<file path="src/rtl/prng_word_reader.sv">
`default_nettype none
// ==== prng_word_reader : buffers one 128-bit PCG sample, serves it as WORD_W words ====
// ==== over valid/ready, and halts with a sticky flag on a stuck generator.  rev 1.0 ====
module prng_word_reader #(
  parameter int WORD_W      = 32,
  parameter int WARMUP      = 2,
  parameter int STUCK_LIMIT = 4
) (
  input  logic              clk,
  input  logic              rst,
  input  logic [127:0]      rand_in,
  output logic [WORD_W-1:0] rd_data,
  output logic              rd_valid,
  input  logic              rd_ready,
  output logic [31:0]       word_count,
  output logic              stuck_err
);

  localparam int NW  = 128 / WORD_W;
  localparam int IW  = (NW > 1) ? $clog2(NW) : 1;
  localparam int WCW = (WARMUP > 1) ? $clog2(WARMUP) : 1;
  localparam int SCW = $clog2(STUCK_LIMIT);

  localparam logic [1:0] S_WARM  = 2'd0;
  localparam logic [1:0] S_LOAD  = 2'd1;
  localparam logic [1:0] S_SERVE = 2'd2;
  localparam logic [1:0] S_ERR   = 2'd3;

  logic [1:0]       r_state;
  logic [1:0]       w_next_state;
  logic [WCW-1:0]   r_warm_cnt;
  logic [127:0]     r_hold;
  logic [127:0]     r_prev;
  logic [SCW-1:0]   r_same_cnt;
  logic [IW-1:0]    r_idx;
  logic [31:0]      r_word_count;
  logic             w_same;
  logic             w_stuck;
  logic             w_hs;
  logic             w_last_word;
  logic             w_warm_done;
  logic [WORD_W-1:0] w_words [NW];

  assign w_same      = (rand_in == r_prev);
  assign w_stuck     = (r_state == S_SERVE) && w_same && (r_same_cnt == SCW'(STUCK_LIMIT - 2));
  assign w_hs        = rd_valid && rd_ready;
  assign w_last_word = (r_idx == IW'(NW - 1));
  assign w_warm_done = (r_warm_cnt == WCW'(WARMUP - 1));

  always_ff @(posedge clk or posedge rst) begin
    if (rst) begin
      r_state <= S_WARM;
    end else begin
      r_state <= w_next_state;
    end
  end

  always_comb begin
    w_next_state = r_state;
    case (r_state)
      S_WARM:  if (w_warm_done) w_next_state = S_LOAD;
      S_LOAD:  w_next_state = S_SERVE;
      S_SERVE: if (w_stuck) w_next_state = S_ERR;
      default: w_next_state = S_ERR;
    endcase
  end

  // Valid and error flags follow the state directly, so an async reset clears them at once.
  always_comb begin
    rd_valid  = 1'b0;
    stuck_err = 1'b0;
    case (r_state)
      S_SERVE: rd_valid  = 1'b1;
      S_ERR:   stuck_err = 1'b1;
      default: begin
        rd_valid  = 1'b0;
        stuck_err = 1'b0;
      end
    endcase
  end

  always_ff @(posedge clk or posedge rst) begin
    if (rst) begin
      r_warm_cnt   <= '0;
      r_hold       <= '0;
      r_prev       <= '0;
      r_same_cnt   <= '0;
      r_idx        <= '0;
      r_word_count <= '0;
    end else begin
      case (r_state)
        S_WARM: r_warm_cnt <= r_warm_cnt + WCW'(1);
        S_LOAD: begin
          r_hold     <= rand_in;
          r_prev     <= rand_in;
          r_same_cnt <= '0;
          r_idx      <= '0;
        end
        S_SERVE: begin
          r_same_cnt <= w_same ? (r_same_cnt + SCW'(1)) : '0;
          r_prev     <= rand_in;
          if (w_hs) begin
            r_word_count <= r_word_count + 32'd1;
            // Refill on the edge that consumes the last word so streaming has no bubble.
            if (w_last_word) begin
              r_idx  <= '0;
              r_hold <= rand_in;
            end else begin
              r_idx <= r_idx + IW'(1);
            end
          end
        end
        default: ;
      endcase
    end
  end

  for (genvar g = 0; g < NW; g++) begin : g_words
    assign w_words[g] = r_hold[g*WORD_W +: WORD_W];
  end

  assign rd_data    = w_words[r_idx];
  assign word_count = r_word_count;

endmodule
`default_nettype wire

</file>
<file path="config.mk">
export PLATFORM = sky130hd
export DESIGN_NAME = prng_word_reader
export DESIGN_NICKNAME = d
export VERILOG_FILES = /design/src/rtl/prng_word_reader.sv
export SDC_FILE = /design/constraint.sdc
export NUM_CORES = 1
export LEC_CHECK = 0
export ABC_AREA = 0
export CAP_MARGIN = 20
export CORE_AREA = 2 2 166 168
export DETAILED_ROUTE_END_ITERATION = 12
export DIE_AREA = 0 0 168 170
export PLACE_DENSITY = 0.75
export SYNTH_ARGS = -nofsm -noshare
export SYNTH_HDL_FRONTEND = slang
export SYNTH_SLANG_ARGS = --single-unit
export TNS_END_PERCENT = 100
</file>
<file path="constraint.sdc">
create_clock -name clk -period 14.7 [get_ports clk]
set_input_delay 2.94 -clock clk [delete_from_list [all_inputs] [get_ports clk]]
set_output_delay 2.94 -clock clk [all_outputs]
set_load 0.03 [all_outputs]
</file>
== Word level (Yosys, flattened, before mapping) ==
Index checks and enable logic that the tools add are counted.
Widths: inputs -> output; s select.

* Add/sub/neg operators: 4
* Order comparisons: 1
* Eq/ne operators: 10
* Muxes and demuxes: 16
* Bitwise logic cells: 1
* Reduce and logical (&&, ||, !) cells: 10

{| class="wikitable"
|+ Operators with widths
! kind !! number
|-
| $mux 128 || 2
|-
| $pmux 128 s2 || 1
|-
| $eq 128x128->1 || 1
|-
| $bmux 32 s2 || 1
|-
| $mux 32 || 2
|-
| $add 32x1->32 const B || 1
|-
| $mux 2 || 5
|-
| $eq 2x2->1 const B || 4
|-
| $ne 2x2->1 const B || 4
|-
| $pmux 2 s2 || 2
|-
| $pmux 2 s3 || 1
|-
| $reduce_and 2->1 || 3
|-
| $add 2x1->2 const B || 2
|-
| $ge 3x3->1 const B || 1
|-
| $logic_and 1x1->1 || 3
|-
| $not 2->3 || 1
|-
| $reduce_and 3->1 || 1
|-
| $eq 2x1->1 const B || 1
|-
| $logic_not 2->1 || 1
|-
| $mux 1 || 2
|-
| $reduce_bool 2->1 || 1
|-
| $reduce_or 2->1 || 1
|-
| $add 1x1->1 const B || 1
|}

* Register bits: 295
* Bits of input ports: 131
* Output and inout port bits: 66
* Word-level logic and storage cells: 49

== Longest topological paths before layout ==
* Word-level depth: 5
* Depth in mapped cells: 8
* Depth with buffers taken out: 8

== Worst setup path after synthesis ==
Ideal clock, no wire load.

* Path type: register to output
* Start: register r_idx[0]
* End: output port rd_data[10]
* Data arrival time: 1.674 ns
* Required time: 11.760 ns
* Path slack: 10.086 ns
* Stages on the path, launching flop included: 4
* Path buffers: 2
* Cells stage by stage: dfrtp_1 > clkbuf_1 > buf_2 > mux4_2

* Longest elaborated chain between the ends: 4

{| class="wikitable"
|+ Ends and longest elaborated chain
! item !! line !! source
|-
| start: declaration || 35 || <nowiki>logic [IW-1:0] r_idx;</nowiki>
|-
| start signal: assignment || 109 || <nowiki>r_idx <= r_idx + IW'(1);</nowiki>
|-
| $not 2->3 (implied by the code) || 122 || <nowiki>assign rd_data = w_words[r_idx];</nowiki>
|-
| $bmux 32 s2 || 122 ||
|-
| $mux 32 (implied by the code) (2 in series) || 122 ||
|-
| end: declaration || 12 || <nowiki>output logic [WORD_W-1:0] rd_data,</nowiki>
|}

Every way passes these cells. The select of a mux whose other input is x is not followed.

== Worst setup path after layout ==
* Start: register r_idx[0]
* End: output port rd_data[21]

Same word-level chain as after synthesis.

==> results_tabular.tex <==
\begin{tabular}{lr}
\hline
Metric & Value \\
\hline
\multicolumn{2}{l}{\textbf{Worst setup path}} \\
\quad Largest incremental delay on the critical path & 0.74 ns \\
\quad Critical path, cell by cell & buf\_4, mux4\_2, clkdlybuf4s50\_1 \\
\quad CP Data Required Time & 11.76 ns \\
\quad R2r worst-path depth & 6 \\
\quad Kind of capture point of the worst setup path & output port \\
\quad Worst path slowest cell & dfrtp\_2 \\
\quad Critical path type & reg -> out \\
\quad Startpoint type of the worst setup path & flop \\
\quad Crit path max fanout & 23 \\
\quad Worst Path Arrival & 3.08 ns \\
\multicolumn{2}{l}{\textbf{Logic synthesis}} \\
\quad Share of the synthesized area in the top cell type & 54.82\% \\
\quad Predominant post-synthesis flop cell & dfrtp\_1 \\
\quad Warning count from the yosys run & 0 \\
\quad Avg Synthesized Cell Area & 14.54 sq um \\
\quad Distinct cell type count of the synthesized netlist & 35 \\
\quad Cells after synthesis & 926 \\
\quad Async set-or-reset flop fraction in the synthesized netlist & 100.0\% \\
\quad Largest cells by area after synthesis & dfrtp\_1 (55\%), mux2\_2 (22\%), xnor2\_1 (9.9\%) \\
\quad Area leader, netlist & dfrtp\_1 \\
\quad Post-synthesis register bit count & 295 \\
\quad Post-synthesis sequential area ratio & 54.82\% \\
\quad Post-synth EDFFs & 0 \\
\quad Synth Net Count & 1065 \\
\quad Post-Synthesis Cell Area & 13470 sq um \\
\multicolumn{2}{l}{\textbf{Route}} \\
\quad Antenna viol nets, final & 0 \\
\quad Number of detailed-route iterations in the first pass & 4 \\
\quad Detailed-route wire length & 31990 microns \\
\quad Routed wire length per instance & 21.53 microns \\
\quad Vias post-DR & 8122 \\
\quad Via count normalized by instance count & 5.466 \\
\quad Number of design rule violations left after detail routing & 0 \\
\quad Iteration-0 DRC count of the detailed router & 588 \\
\multicolumn{2}{l}{\textbf{Clock tree}} \\
\quad Clock transition at path regs & 0.06 ns \\
\quad TritonCTS clock tree & done \\
\quad Number of buffers on the longest clock path & 3 \\
\quad Cts repair resizes & 0 \\
\quad Cell at the root of the clock tree & clkbuf\_16 \\
\quad Worst skew pair latency & 0.55 ns \\
\quad Maximum level of the CTS H-tree & 1 \\
\quad Post-CTS setup buffer count & 0 \\
\quad Clock sinks & 295 \\
\quad Hold-fix buffers, CTS & 0 \\
\quad Number of buffers created by CTS & 31 \\
\multicolumn{2}{l}{\textbf{Timing}} \\
\quad Relative slew margins & 35.32\% \\
\quad Final Setup Violations & 0 \\
\quad Final Max Tran Viols & 0 \\
\quad Fmax & 166.2 MHz \\
\quad Number of hold-slack violations in the final timing report & 0 \\
\quad Final sum of negative setup slack & 0 ns \\
\quad Worst Hold Margin & 0.4934 ns \\
\quad Final critical-path required period & 6.015 ns \\
\quad Clock tree skew after final layout & 0.01015 ns \\
\quad Actual slew at the worst max-slew pin & 0.9703 ns \\
\quad RSZ-0062 raised after global routing & no \\
\quad Share of the cycle needed by the critical path after routing & 40.92\% \\
\multicolumn{2}{l}{\textbf{Layout}} \\
\quad Synthesis-to-layout area growth & 24.97\% \\
\quad Count of filler cells inserted in the layout & 2011 \\
\quad Leading cell type in the layout, fill and taps excluded & dfrtp\_1 \\
\quad Leading cell types in the layout, fill and taps excluded & dfrtp\_1 (294), mux2\_2 (260), clkdlybuf4s50\_1 (196) \\
\quad Total Nets Final & 1264 \\
\quad Layout Cell Area excl Fill & 16830 sq um \\
\quad Share of post-route cells with drive strength above 1 & 31.38\% \\
\quad Area of the multi-input gates & 5904 sq um \\
\quad Final standard cell utilization of the core & 63.15\% \\
\quad Seq. cell area & 7383 sq um \\
\multicolumn{2}{l}{\textbf{Placement}} \\
\quad Number of port buffers & 196 \\
\quad Total placed instance area & 15790 sq um \\
\quad Routability Congestion & 0.8196 \\
\quad Placed wire-length estimate after detailed placement & 22860 microns \\
\multicolumn{2}{l}{\textbf{Power}} \\
\quad Pint & 2.051 mW \\
\quad Switching portion of total power & 31.54\% \\
\quad Register share of total power & 39.3\% \\
\quad Clk network pwr share & 25.9\% \\
\quad Static Leak & 6.792 nW \\
\quad Combinational cell fraction of total power & 34.9\% \\
\quad Areal power density over the cells & 178.0 nW/um\^{}2 \\
\quad Net switching component of the power & 0.9447 mW \\
\quad Worst-case vdd ir drop & 0.0001511 V \\
\multicolumn{2}{l}{\textbf{Hold path}} \\
\quad Worst hold-check path type & reg -> reg \\
\quad Worst Hold Path Cells & 1 \\
\multicolumn{2}{l}{\textbf{GRT}} \\
\quad First-pass GRT wire length & 49900 microns \\
\quad Overall fraction of global-route tracks in use & 22.96\% \\
\quad Largest net degree at the start of global routing & 150 \\
\quad Number of global-route vias before repair & 8664 \\
\quad Number of antenna violations at the first check in global routing & 1 \\
\quad Grt total ovfl & 0 \\
\multicolumn{2}{l}{\textbf{Floorplan}} \\
\quad Die height & 170 microns \\
\quad I/O pin cnt & 197 \\
\quad Initial standard-cell utilization of the core & 50.53\% \\
\quad Floorplan row count & 60 \\
\quad Area of the core region & 26650 sq um \\
\quad Die outline width & 168 microns \\
\quad Die Outline Area & 28560 sq um \\
\multicolumn{2}{l}{\textbf{Flow run}} \\
\quad Max capacitance violation total & 0 \\
\multicolumn{2}{l}{\textbf{Run status}} \\
\quad Result of the run & finished clean \\
\hline
\end{tabular}
## flip-flops by register name, indices dropped and copies added, names as in the netlist
signal / flops
word_count: 32
r_hold: 128
r_same_cnt: 2
r_prev: 128
r_idx: 2
r_warm_cnt: 1
r_state: 2
## Yosys cell counts, drive strengths merged (2+ instances only)
library cell  number
nor2              11
nor4               9
nand2b             3
mux2             260
nor3               8
ha                 8
nand2             15
o21ai              3
mux4              32
inv               12
clkbuf            19
xor2               8
nand4             41
nand3             16
dfrtp            295
xnor2            152
a21oi              2
buf               19
and4               3
## power groups by stage
stage	clock [mW]	combinational, mW	sequential [mW]
2_1_floorplan	0	0.711	1.14
3_3_place_gp	0	1.03	1.18
3_5_place_dp	0	1.05	1.19
4_1_cts	0.792	1.06	1.18
5_1_grt	0.824	1.11	1.20
6_report	0.775	1.04	1.18
## logic make-up (layout without fill, tap and decap cells)
family          Yosys count  count (layout)  synth area share, %
compound gates            8               8               0.3438
xor+xnor                160             160                10.41
fa+ha+maj                 8               8               0.7433
buf+inv                  50             268                1.542
flops                   295             295                54.82
mux                     293             293                27.17
other cells               0               1                    0
simple gates            112             112                4.980
## area by class of cell
class	count	share of cell area, %
clock inverter	6	0.4981
clock buffer	46	5.479
tap	341	2.535
sequential	295	43.87
antenna	1	0.01487
multi-input combinational	581	35.08
inverter	12	0.3122
timing repair buffer	204	12.21
## worst max-delay path, delay by kind of cell (launching register included)
kind	cells	cell delay (ns)
multiplexers	1	0.60
buffers and inverters	2	1.16
flip-flops	1	0.74
## per-stage QoR
stage          power, mW  setup slack [ns]  cells
2_1_floorplan      1.847             3.613    926
3_3_place_gp       2.210             9.234   1432
3_5_place_dp       2.233             9.216   1432
4_1_cts            3.024             8.585   1484
5_1_grt            3.132             8.488   1485
6_report           2.995             8.685   1486
## final timing paths
kind | from | slack, ns | to
worst max-delay path | r_idx[0] | 8.68 | rd_data[21]
worst min-delay path | word_count[31] | 0.49 | word_count[31]
worst max register to register | r_idx[1] | 11.44 | r_hold[108]
worst min register to register | word_count[31] | 0.49 | word_count[31]
max in group asynchronous | rst | 10.23 | r_idx[0]
min in group asynchronous | rst | 2.69 | r_hold[63]
## metal layers
layer	routed length, microns	global-route usage [%]
met5	0	0
met4	909	6.767
met3	2003	3.977
met2	15040	37.53
met1	14040	31.81
Power figures use the tool's default switching activity.
